--- src/rtl/alu_pkg.sv ---
// Shared types and constants for the 6-bit signed ALU operand path.
//   entry_state_t : operand entry FSM states
//   entry_mag()   : tens/ones digits -> unsigned 6-bit magnitude (max 39)
package alu_pkg;

  localparam int unsigned WIDTH       = 6;
  localparam int unsigned MAX_POS_MAG = 31;
  localparam int unsigned MAX_NEG_MAG = 32;
  localparam int unsigned TENS_MAX    = 3;
  localparam int unsigned ONES_MAX    = 9;

  typedef enum logic [1:0] {
    EDIT   = 2'd0,
    CHECK  = 2'd1,
    COMMIT = 2'd2
  } entry_state_t;

  // Decimal digits to binary magnitude; 3*10+9 = 39 always fits in 6 bits.
  function automatic logic [WIDTH-1:0] entry_mag(input logic [1:0] tens,
                                                 input logic [3:0] ones);
    return WIDTH'(tens) * WIDTH'(10) + WIDTH'(ones);
  endfunction

endpackage

--- src/rtl/btn_debounce.sv ---
// Push-button conditioner: 2-flop synchronizer, stability counter, press pulse.
//   CLK, RESET_N : clock, async active-low reset
//   RAW          : raw asynchronous button level
//   LEVEL        : debounced level
//   PRESS        : one-cycle pulse on each debounced 0->1 transition
module btn_debounce #(
  parameter int unsigned DEBOUNCE_CYCLES = 250000
) (
  input  logic CLK,
  input  logic RESET_N,
  input  logic RAW,
  output logic LEVEL,
  output logic PRESS
);

  localparam int unsigned CNT_W = $clog2(DEBOUNCE_CYCLES + 1);
  localparam logic [CNT_W-1:0] CNT_LAST = CNT_W'(DEBOUNCE_CYCLES - 1);

  logic             meta;
  logic             sync;
  logic             level_d;
  logic [CNT_W-1:0] cnt;

  // Level follows the synchronized input only after an unbroken run of
  // DEBOUNCE_CYCLES disagreeing samples; any agreeing sample restarts the run.
  always_ff @(posedge CLK or negedge RESET_N) begin
    if (!RESET_N) begin
      meta    <= 1'b0;
      sync    <= 1'b0;
      cnt     <= '0;
      LEVEL   <= 1'b0;
      level_d <= 1'b0;
      PRESS   <= 1'b0;
    end else begin
      meta <= RAW;
      sync <= meta;
      if (sync != LEVEL) begin
        if (cnt == CNT_LAST) begin
          LEVEL <= sync;
          cnt   <= '0;
        end else begin
          cnt <= cnt + CNT_W'(1);
        end
      end else begin
        cnt <= '0;
      end
      level_d <= LEVEL;
      PRESS   <= LEVEL & ~level_d;
    end
  end

endmodule

--- src/rtl/operand_entry.sv ---
// Interactive sign + two-digit decimal operand entry for the 6-bit signed ALU.
//   CLK, RESET_N                          : clock, async active-low reset
//   BTN_DIGIT/BTN_SEL/BTN_SIGN/BTN_ENTER  : raw push-buttons
//   VALUE      : last committed operand (two's complement)
//   VALID      : one-cycle pulse when VALUE updates
//   ERROR      : one-cycle pulse when ENTER is rejected (out of range)
//   ENTRY_TENS, ENTRY_ONES, ENTRY_NEG, SEL_TENS : live editing state
module operand_entry
  import alu_pkg::*;
#(
  parameter int unsigned DEBOUNCE_CYCLES = 250000
) (
  input  logic             CLK,
  input  logic             RESET_N,
  input  logic             BTN_DIGIT,
  input  logic             BTN_SEL,
  input  logic             BTN_SIGN,
  input  logic             BTN_ENTER,
  output logic [WIDTH-1:0] VALUE,
  output logic             VALID,
  output logic             ERROR,
  output logic [1:0]       ENTRY_TENS,
  output logic [3:0]       ENTRY_ONES,
  output logic             ENTRY_NEG,
  output logic             SEL_TENS
);

  logic digit_p;
  logic sel_p;
  logic sign_p;
  logic enter_p;
  // Debounced levels are not needed here; only the press pulses are used.
  logic [3:0] level_unused;

  btn_debounce #(.DEBOUNCE_CYCLES(DEBOUNCE_CYCLES)) u_db_digit (
    .CLK(CLK), .RESET_N(RESET_N), .RAW(BTN_DIGIT), .LEVEL(level_unused[0]), .PRESS(digit_p)
  );
  btn_debounce #(.DEBOUNCE_CYCLES(DEBOUNCE_CYCLES)) u_db_sel (
    .CLK(CLK), .RESET_N(RESET_N), .RAW(BTN_SEL), .LEVEL(level_unused[1]), .PRESS(sel_p)
  );
  btn_debounce #(.DEBOUNCE_CYCLES(DEBOUNCE_CYCLES)) u_db_sign (
    .CLK(CLK), .RESET_N(RESET_N), .RAW(BTN_SIGN), .LEVEL(level_unused[2]), .PRESS(sign_p)
  );
  btn_debounce #(.DEBOUNCE_CYCLES(DEBOUNCE_CYCLES)) u_db_enter (
    .CLK(CLK), .RESET_N(RESET_N), .RAW(BTN_ENTER), .LEVEL(level_unused[3]), .PRESS(enter_p)
  );

  entry_state_t     state;
  entry_state_t     state_nxt;
  logic [WIDTH-1:0] value_nxt;
  logic             valid_nxt;
  logic             error_nxt;
  logic [1:0]       tens_nxt;
  logic [3:0]       ones_nxt;
  logic             neg_nxt;
  logic             sel_nxt;
  logic [WIDTH-1:0] mag;
  logic             legal;

  assign mag   = entry_mag(ENTRY_TENS, ENTRY_ONES);
  assign legal = ENTRY_NEG ? (mag <= WIDTH'(MAX_NEG_MAG)) : (mag <= WIDTH'(MAX_POS_MAG));

  // State and output registers.
  always_ff @(posedge CLK or negedge RESET_N) begin
    if (!RESET_N) begin
      state      <= EDIT;
      VALUE      <= '0;
      VALID      <= 1'b0;
      ERROR      <= 1'b0;
      ENTRY_TENS <= '0;
      ENTRY_ONES <= '0;
      ENTRY_NEG  <= 1'b0;
      SEL_TENS   <= 1'b0;
    end else begin
      state      <= state_nxt;
      VALUE      <= value_nxt;
      VALID      <= valid_nxt;
      ERROR      <= error_nxt;
      ENTRY_TENS <= tens_nxt;
      ENTRY_ONES <= ones_nxt;
      ENTRY_NEG  <= neg_nxt;
      SEL_TENS   <= sel_nxt;
    end
  end

  // Next-state and next-output logic; presses outside EDIT are dropped.
  always_comb begin
    state_nxt = state;
    value_nxt = VALUE;
    valid_nxt = 1'b0;
    error_nxt = 1'b0;
    tens_nxt  = ENTRY_TENS;
    ones_nxt  = ENTRY_ONES;
    neg_nxt   = ENTRY_NEG;
    sel_nxt   = SEL_TENS;

    case (state)
      EDIT: begin
        // One press per cycle: ENTER > SIGN > SEL > DIGIT.
        if (enter_p) begin
          state_nxt = CHECK;
        end else if (sign_p) begin
          neg_nxt = ~ENTRY_NEG;
        end else if (sel_p) begin
          sel_nxt = ~SEL_TENS;
        end else if (digit_p) begin
          if (SEL_TENS) begin
            tens_nxt = (ENTRY_TENS == 2'(TENS_MAX)) ? 2'd0 : ENTRY_TENS + 2'd1;
          end else begin
            ones_nxt = (ENTRY_ONES == 4'(ONES_MAX)) ? 4'd0 : ENTRY_ONES + 4'd1;
          end
        end
      end
      CHECK: begin
        if (legal) begin
          state_nxt = COMMIT;
        end else begin
          error_nxt = 1'b1;
          state_nxt = EDIT;
        end
      end
      COMMIT: begin
        // Negation wraps mod 64, so -0 lands on 0.
        value_nxt = ENTRY_NEG ? (~mag + WIDTH'(1)) : mag;
        valid_nxt = 1'b1;
        state_nxt = EDIT;
      end
      default: begin
        state_nxt = EDIT;
      end
    endcase
  end

endmodule

--- config.mk ---
export PLATFORM = sky130hd
export DESIGN_NAME = operand_entry
export DESIGN_NICKNAME = d
export VERILOG_FILES = /design/src/rtl/alu_pkg.sv /design/src/rtl/btn_debounce.sv /design/src/rtl/operand_entry.sv
export SDC_FILE = /design/constraint.sdc
export NUM_CORES = 1
export LEC_CHECK = 0
export CAP_MARGIN = 10
export CORE_ASPECT_RATIO = 1.25
export CORE_UTILIZATION = 30
export CTS_BUF_LIST = sky130_fd_sc_hd__clkbuf_16
export DETAILED_ROUTE_END_ITERATION = 8
export PLACE_DENSITY_LB_ADDON = 0.1
export SLEW_MARGIN = 20
export SYNTH_ARGS = -nofsm -noshare
export SYNTH_HDL_FRONTEND = slang
export SYNTH_SLANG_ARGS = --single-unit
--- constraint.sdc ---
create_clock -name CLK -period 3.3 [get_ports CLK]
set_input_delay 0.33 -clock CLK [delete_from_list [all_inputs] [get_ports CLK]]
set_output_delay 0.33 -clock CLK [all_outputs]
set_load 0.01 [all_outputs]
-- Word level (Yosys, flattened, before mapping)
Index checks and enable logic that the tools add are counted.
- bits in read-only memories: 0
- bits in latches: 0
- bits in writable memories: 0
- output and inout bits: 16
- register bits after elaboration: 110
- memories: 0
- reduce and logical (&&, ||, !) cells: 9
- $add $sub $neg: 8
- bitwise logic cells: 14
- muxes and demuxes: 18
- shifts and indexed selects: 0
- multipliers: 1
- divide/modulo/power cells: 0
- equality and inequality tests: 13
- magnitude comparators: 2
- operator list (cell ; number):
    18-bit two-way mux ; 8
    18-bit by 1-bit adder with 18-bit output, second input constant ; 4
    18-bit == test, second input constant ; 4
    6-bit AND reduction ; 2
    1-bit inverter ; 9
    2-bit AND reduction ; 4
    6-bit by 1-bit adder with 6-bit output, second input constant ; 1
    6-bit by 4-bit adder with 6-bit output ; 1
    6-bit by 5-bit less-or-equal comparator with 1-bit output, second input constant ; 1
    6-bit less-or-equal comparator, second input constant ; 1
    2-bit two-way mux ; 3
    6-bit two-way mux ; 1
    6-bit inverter ; 1
    2-bit by 3-bit multiplier with 5-bit output, second input constant ; 1
    4-bit by 1-bit adder with 4-bit output, second input constant ; 1
    1-bit bitwise AND ; 4
    2-bit == test, second input constant ; 2
    4-bit == test, second input constant ; 1
    1-bit two-way mux ; 4
    4-bit two-way mux ; 1
    1-bit inequality test ; 4
    2-bit one-hot mux with 2 select lines ; 1
    4-bit AND reduction ; 1
    3-bit AND reduction ; 1
    other kinds (4) ; 4

-- Depth between registers and ports, before layout
Gate-level depths: netlist of the first run.
- depth after elaboration: 6
- gate-level depth with buffers: 6
- depth with buffers taken out: 6

-- Hierarchy
A second synthesis of the first run with hierarchy kept.
- cells, all modules: 499
- area total of the unflattened synthesis: 5383.9 µm²
- by module, submodules not included (module ; area an instance (µm²) ; cells an instance ; instances):
    btn_debounce (u_db_digit ...) ; 1086.0 ; 101 ; 3
    btn_debounce (u_db_sel) ; 1101.1 ; 100 ; 1
    operand_entry ; 1024.7 ; 96 ; 1

-- Worst setup path before layout of the first run
Ideal clock, no wire load.
- path kind: reg-to-reg
- start point: register ENTRY_TENS[0]
- end point: register VALUE[5]
- path buffers: 0
- period minus slack after synthesis: 1.985 ns
- path slack: 1.315 ns
- cell stages (with the launch flop): 7
- data arrival time: 1.916 ns
- required time: 3.231 ns
- path through: dfrtp_1 ha_1 fa_1 nor3_1 nand2_1 a2111oi_0 nand3b_1
- cells in the longest elaborated chain, start to end: 5
- ends and longest elaborated chain (item ; line ; RTL):
    from (decl) ; operand_entry.sv:22 ; output logic [1:0] ENTRY_TENS,
    from (signal assigned) ; operand_entry.sv:79 ; ENTRY_TENS <= tens_nxt;
    2-bit by 3-bit multiplier with 5-bit output (*) ; alu_pkg.sv:21 ; return WIDTH'(tens) * WIDTH'(10) + WIDTH'(ones);
    6-bit by 4-bit adder with 6-bit output (*) ; alu_pkg.sv:21 ;
    6-bit inverter ; operand_entry.sv:124 ; value_nxt = ENTRY_NEG ? (~mag + WIDTH'(1)) : mag;
    6-bit by 1-bit adder with 6-bit output ; operand_entry.sv:124 ;
    6-bit two-way mux (*) ; operand_entry.sv:124 ;
    to (signal assigned) ; operand_entry.sv:76 ; VALUE <= value_nxt;
    to (decl) ; operand_entry.sv:19 ; output logic [WIDTH-1:0] VALUE,
Every way passes the cells marked *; elsewhere a longest branch is shown, timed or not.
A chain may end at the register's enable or synchronous reset.

-- Final worst setup path of the first run
Same ends and word-level chain as after synthesis.

==> impl_metrics.env, run 1 <==
export IMPL_post_route_cells_drive_above_1_share_pct=6.476
export IMPL_antenna_diode_count=0
export IMPL_initial_antenna_violation_count=0
export IMPL_setup_worst_path_start_class="flop"
export IMPL_avgRoutedWirePerCell_um=13.43
export IMPL_final_util_pct=35.17
export IMPL_syn_inst=497
export IMPL_cell_internal_pwr_mw=1.906
export IMPL_fin_crit_sh_pct=66.20
export IMPL_drc=0
export IMPL_post_dp_hpwl_um=6706
export IMPL_synthesis_nets=513
export IMPL_cap_viol_max_count=0
export IMPL_drt_initial_drc_count=135
export IMPL_synthAdderAreaFrac_pct=2.529
export IMPL_switching_fraction_of_total_power_pct=23.82
export IMPL_report_final_hold_viol_count=0
export IMPL_clock_power_share_pct=41.7
export IMPL_dominant_combinational_cell_family_by_area_after_synthesis="simple AND/OR/NAND/NOR gates"
export IMPL_cts_num_sinks=110
export IMPL_netlist_area_sq_mm=0.005245
export IMPL_finalNetCount=536
export IMPL_die_y_um=149.8
export IMPL_ys_types=47
export IMPL_clock_path_buffers=2
export IMPL_cpLargestDelayFamily="adder cells"
export IMPL_netlist_top_cells_area="dfrtp_1 52%, xnor2_1 6.5%, nor2_1 5.5%, xor2_1 4.2%, nand3_1 2.7%"
export IMPL_postLayoutCellArea_sq_mm=0.005971
export IMPL_clock_skew_final_ns=0.008112
export IMPL_report_final_slew_viol_count=0
export IMPL_gpl_final_weighted_congestion=0.7352
export IMPL_status="completed"
export IMPL_grt_start_max_net_pins=57
export IMPL_layout_common_cells="110 x dfrtp_1, 77 x nor2_1, 39 x xnor2_1, 33 x nand2_1, 28 x nand3_1"
export IMPL_critical_path_fanout_max=6
export IMPL_timing_final_crit_period_ns=2.185
export IMPL_buffer_ports_inserted=21
export IMPL_required_ns=3.59
export IMPL_postRouteWirelength_um=10000
export IMPL_synthToLayoutAreaGrowth_pct=13.84
export IMPL_combPwrFrac_pct=3.2
export IMPL_power_ir_vdd_worst_mv=0.2118
export IMPL_cp_num_buf_inv=0
export IMPL_via_per_inst=4.847
export IMPL_tritoncts="done"
export IMPL_postSynth_topFlopCell="dfrtp_1"
export IMPL_worst_pin_slew_ns=0.9855
export IMPL_cp_end_kind="flop"
export IMPL_power_leakage_nw=2.499
export IMPL_timing_slew_headroom_pct=34.07
export IMPL_critical_path_max_stage_delay_ns=0.45
export IMPL_timing_hold_worst_class="primary input to async pin"
export IMPL_power_per_cell_area_mw_per_mm2=419.0
export IMPL_synth_simple_gate_area_share_pct=23.19
export IMPL_synth_warnings=0
export IMPL_post_synth_cell_area_avg_sq_um=10.55
export IMPL_complex_gate_fraction_of_the_synthesized_area_pct=7.085
export IMPL_floorplan_rows=53
export IMPL_io_pins=22
export IMPL_setup_total_negative_slack_ns=0
export IMPL_cts_reportedPaths_clkPinSlew_ns=0.08
export IMPL_track_usage_pct=12.18
export IMPL_synth_area_mux_share_pct=1.264
export IMPL_async_reset_ff_share_pct=100.0
export IMPL_grt_setup_unrepaired="no"
export IMPL_design_die_area_sq_mm=0.01802
export IMPL_global_route_overflow_total=0
export IMPL_worstReg2RegEnd="VALUE[5]$_DFFE_PN0P_"
export IMPL_crit_type="flop to flop"
export IMPL_drt_pass1_iter_count=4
export IMPL_timing_critical_path_arrival_ns=2.48
export IMPL_placed_cell_area_sq_mm=0.005698
export IMPL_detailroute_via_count=3611
export IMPL_tritoncts_num_buffers=9
export IMPL_clock_latency_ns=0.35
export IMPL_setup_viol=0
export IMPL_critical_path_cell_chain="ha_1 -> fa_1 -> xnor2_1 -> nand2_1 -> a2111oi_0 -> nand3b_1"
export IMPL_worstRegToRegCells=6
export IMPL_die_w_um=120.3
export IMPL_fmax_mhz=457.7
export IMPL_cts_htree_levels=3
export IMPL_synth_edf_count=0
export IMPL_post_synth_top_area_fraction_pct=52.48
export IMPL_mostFrequentLayoutCell="dfrtp_1"
export IMPL_grt_pass1_vias=3563
export IMPL_coreArea_sq_mm=0.01698
export IMPL_postCtsResizedCells=0
export IMPL_ctsHoldBuffers=0
export IMPL_synth_top_area_cell="dfrtp_1"
export IMPL_initial_core_util_pct=30.90
export IMPL_postCtsSetupRepairBufs=0
export IMPL_cts_root_buf="clkbuf_16"
export IMPL_ff2ff_setup_slack_ns=1.12
export IMPL_power_frac_seq_pct=55.1
export IMPL_synth_seq_cells=110
export IMPL_antenna_left=0
export IMPL_critical_path_reg2reg_startpoint="ENTRY_TENS[0]$_DFFE_PN0P_"
export IMPL_yosysSeqAreaShare_pct=52.48
export IMPL_reported_net_switching_power_uw=596.0
export IMPL_crit_slowest_cell="dfrtp_1"
export IMPL_wire_length_of_the_first_global_routing_pass_um=17380
export IMPL_synth_xor_xnor_area_share_pct=11.14
[metal layers]
metal	global-route usage [%]	vias up	share of wire (%)
li1	-	1785	-
met1	15.62	1768	48
met2	19.63	48	47
met3	2.363	10	2.6
met4	5.926	0	1.7
met5	0	-	0
[cell usage after synthesis (5+ instances only)]
library cell,number
xnor2_1,39
or4_1,10
xor2_1,25
nor3_1,12
nand4_1,15
a21oi_1,11
nand3_1,28
mux2_2,5
nand2_1,33
o21ai_0,7
dfrtp_1,110
nor2b_1,6
ha_1,9
o31ai_1,11
nor4_1,17
inv_1,19
nor2_1,77
clkbuf_1,5
[worst max path at each step]
| stage | endpoint | slack (ns) | startpoint | cells after the start |
|---|---|---|---|---|
| 6_report | VALUE[5]$_DFFE_PN0P_ | 1.12 | ENTRY_TENS[0]$_DFFE_PN0P_ | 6 |
| 5_1_grt | u_db_digit.cnt[6]$_DFF_PN0_ | 0.88 | u_db_digit.cnt[10]$_DFF_PN0_ | 4 |
| 4_1_cts | u_db_digit.cnt[11]$_DFF_PN0_ | 1.11 | u_db_digit.cnt[10]$_DFF_PN0_ | 4 |
| 3_5_place_dp | u_db_digit.cnt[12]$_DFF_PN0_ | 1.08 | u_db_digit.cnt[10]$_DFF_PN0_ | 4 |
| 3_3_place_gp | u_db_digit.cnt[14]$_DFF_PN0_ | 1.11 | u_db_digit.cnt[10]$_DFF_PN0_ | 4 |
| 2_1_floorplan | VALUE[5]$_DFFE_PN0P_ | 1.32 | ENTRY_TENS[0]$_DFFE_PN0P_ | 6 |
[area by class of cell]
| cell class | instances | area (sq um) |
|---|---|---|
| multi-input combinational | 358 | 2371 |
| timing repair buffer | 22 | 227.7 |
| clock buffer | 9 | 225.2 |
| tap | 220 | 275.3 |
| fill | 1740 | 11010 |
| clock inverter | 7 | 47.55 |
| sequential | 110 | 2753 |
| inverter | 19 | 71.32 |
[through the flow]
stage               hold slack (ns)  total power, mW  instances  setup slack [ns]
finish                      0.04079            2.502        745             1.115
global route                 0.1082            2.617        745            0.8843
CTS                         0.07278            2.559        745             1.105
detailed placement           0.3347            1.490        729             1.085
global placement             0.3334            1.488        729             1.108
floorplan                   0.03441            1.442        497             1.315
[power groups by stage]
| stage | clock (mW) | combinational [mW] | sequential [mW] |
|---|---|---|---|
| 2_1_floorplan | 0 | 0.0400 | 1.40 |
| 3_3_place_gp | 0 | 0.0843 | 1.40 |
| 3_5_place_dp | 0 | 0.0853 | 1.40 |
| 4_1_cts | 1.10 | 0.0854 | 1.38 |
| 5_1_grt | 1.14 | 0.0941 | 1.38 |
| 6_report | 1.04 | 0.0801 | 1.38 |
[cell families (layout without fill, tap and decap cells)]
| kind of cell | count (synthesis) | count (layout) |
|---|---|---|
| flip-flops | 110 | 110 |
| buffers and inverters | 29 | 57 |
| adder cells (fa/ha/maj) | 10 | 10 |
| XOR/XNOR | 65 | 65 |
| AO/OA/AOI/OAI | 44 | 44 |
| multiplexers | 6 | 6 |
| AND/OR/NAND/NOR | 233 | 233 |
[state kept, by name, indices dropped and copies added (netlist names), 2 cells and up]
name / count
u_db_digit.cnt: 18
u_db_enter.cnt: 18
u_db_sel.cnt: 18
u_db_sign.cnt: 18
VALUE: 6
ENTRY_ONES: 4
ENTRY_TENS: 2
state: 2
Note: power is estimated with default switching activity, not from simulation.
==> run 2, diff against run 1 <==
- clock period: 3.3 -> 1.97 ns (I/O delays scaled with it)
==> impl_metrics.env, run 2 (synthesis gave the netlist of run 1 again) <==
export IMPL_cp_end_kind="flop"
export IMPL_grt_start_max_net_pins=58
export IMPL_finalNetCount=566
export IMPL_setup_viol=0
export IMPL_tritoncts_num_buffers=9
export IMPL_cts_htree_levels=3
export IMPL_gpl_final_weighted_congestion=0.7697
export IMPL_track_usage_pct=12.47
export IMPL_critical_path_max_stage_delay_ns=0.58
export IMPL_timing_critical_path_arrival_ns=2.19
export IMPL_drc=0
export IMPL_initial_antenna_violation_count=0
export IMPL_die_y_um=149.8
export IMPL_crit_slowest_cell="fa_2"
export IMPL_fillers=1738
export IMPL_drt_pass1_iter_count=4
export IMPL_worstRegToRegCells=7
export IMPL_critical_path_fanout_max=3
export IMPL_post_placement_cell_count=753
export IMPL_layout_common_cells="110 x dfrtp_1, 76 x nor2_1, 38 x xnor2_1, 33 x nand2_1, 29 x buf_4"
export IMPL_cp_num_buf_inv=1
export IMPL_grt_setup_unrepaired="yes"
export IMPL_initial_core_util_pct=30.90
export IMPL_cpLargestDelayFamily="adder cells"
export IMPL_tritoncts="done"
export IMPL_timing_final_crit_period_ns=1.903
export IMPL_finish_cell_count_without_fillers=775
export IMPL_fmax_mhz=525.6
export IMPL_global_route_overflow_total=0
export IMPL_report_final_slew_viol_count=0
export IMPL_clock_skew_final_ns=0.01200
export IMPL_required_ns=2.25
export IMPL_power_leakage_nw=2.654
export IMPL_via_per_inst=4.801
export IMPL_drt_initial_drc_count=146
export IMPL_coreArea_sq_mm=0.01698
export IMPL_power_per_cell_area_mw_per_mm2=692.1
export IMPL_antenna_left=0
export IMPL_grt_pass1_vias=3762
export IMPL_post_route_cells_drive_above_1_share_pct=13.51
export IMPL_crit_type="flop to flop"
export IMPL_clock_path_buffers=2
export IMPL_design_die_area_sq_mm=0.01802
export IMPL_post_dp_hpwl_um=7225
export IMPL_mostFrequentLayoutCell="dfrtp_1"
export IMPL_antenna_diode_count=0
export IMPL_status="completed"
export IMPL_timing_hold_worst_class="primary input to async pin"
export IMPL_power_ir_vdd_worst_mv=0.4378
export IMPL_buffer_ports_inserted=21
export IMPL_cap_viol_max_count=0
export IMPL_avgRoutedWirePerCell_um=13.10
export IMPL_timing_slew_headroom_pct=66.67
export IMPL_report_final_hold_viol_count=0
export IMPL_die_w_um=120.3
export IMPL_cts_root_buf="clkbuf_16"
export IMPL_synthToLayoutAreaGrowth_pct=20.40
export IMPL_fin_crit_sh_pct=96.57
export IMPL_report_power_total_mw=4.371
export IMPL_io_pins=22
export IMPL_wire_length_of_the_first_global_routing_pass_um=17970
export IMPL_postRouteWirelength_um=10150
export IMPL_worst_pin_slew_ns=0.4999
export IMPL_clock_latency_ns=0.36
export IMPL_setup_worst_path_start_class="flop"
export IMPL_detailroute_via_count=3721
export IMPL_floorplan_rows=53
export IMPL_area_taken_by_flip_flops_and_latches_sq_mm=0.002753
export IMPL_cts_num_sinks=110
export IMPL_critical_path_cell_chain="ha_2 -> fa_2 -> nor3_4 -> buf_4 -> a221o_1 -> o311a_1 -> nand3b_1"
export IMPL_worst_path_stages=7
export IMPL_multiInputGateArea_sq_mm=0.002434
export IMPL_cts_reportedPaths_clkPinSlew_ns=0.08
run 2: stage by stage:
step	setup TNS, ns	instance area (sq um)	utilization [%]	hold WS (ns)	setup WS [ns]
after global routing	-0.04323	6315	37.20	0.2686	-0.02632
after floorplan	0	5258	-	-0.09859	0.05993
after detailed placement	-0.04101	5903	34.77	0.1033	-0.03863
after global placement	0	5903	34.77	0.1026	0.03979
final	0	6315	37.20	0.2687	0.06750
after CTS	0	6271	36.94	0.2645	0.01029
run 2: worst paths after layout:
| path | slack, ns | endpoint | start |
|---|---|---|---|
| setup / recovery | 0.07 | VALUE[5]$_DFFE_PN0P_ | ENTRY_TENS[0]$_DFFE_PN0P_ |
| hold / removal | 0.27 | u_db_sel.cnt[14]$_DFF_PN0_ | RESET_N |
| setup reg to reg | 0.07 | VALUE[5]$_DFFE_PN0P_ | ENTRY_TENS[0]$_DFFE_PN0P_ |
| hold reg to reg | 0.35 | u_db_digit.sync$_DFF_PN0_ | u_db_digit.meta$_DFF_PN0_ |
| max in group asynchronous | 1.10 | u_db_enter.cnt[4]$_DFF_PN0_ | RESET_N |
| min in group CLK | 0.28 | u_db_sign.meta$_DFF_PN0_ | BTN_SIGN |
run 2: per-layer routing:
layer  GRT usage (%)  up-vias  wire [um]
met5               0        -          0
met4           4.321        0        131
met3           2.782       10        302
met2           20.09       41       4785
met1           16.48     1820       4933
li1                -     1850          -
run 2: repair_timing:
action | 4_1_cts | 5_1_grt
hold endpoints to repair | 17 | 0
buffers inserted | 4 | 1
endpoints found under the setup margin | 3 | 17
hold buffers | 1 | 0
gates resized for setup | 3 | 7
pin swaps | 4 | 5
run 2: area by class of cell:
| type | instances | share of cell area (%) |
|---|---|---|
| sequential | 110 | 43.59 |
| multi-input combinational | 358 | 38.54 |
| timing repair buffer | 52 | 7.410 |
| tap | 220 | 4.359 |
| clock buffer | 9 | 3.566 |
| clock inverter | 7 | 1.407 |
| inverter | 19 | 1.129 |
run 2: power by group:
part | total (mW) | switching [mW] | internal [mW]
logic | 0.150 | 0.0951 | 0.0549
registers | 2.31 | 0.0243 | 2.28
clock network | 1.91 | 0.896 | 1.02
total | 4.37 | 1.02 | 3.36
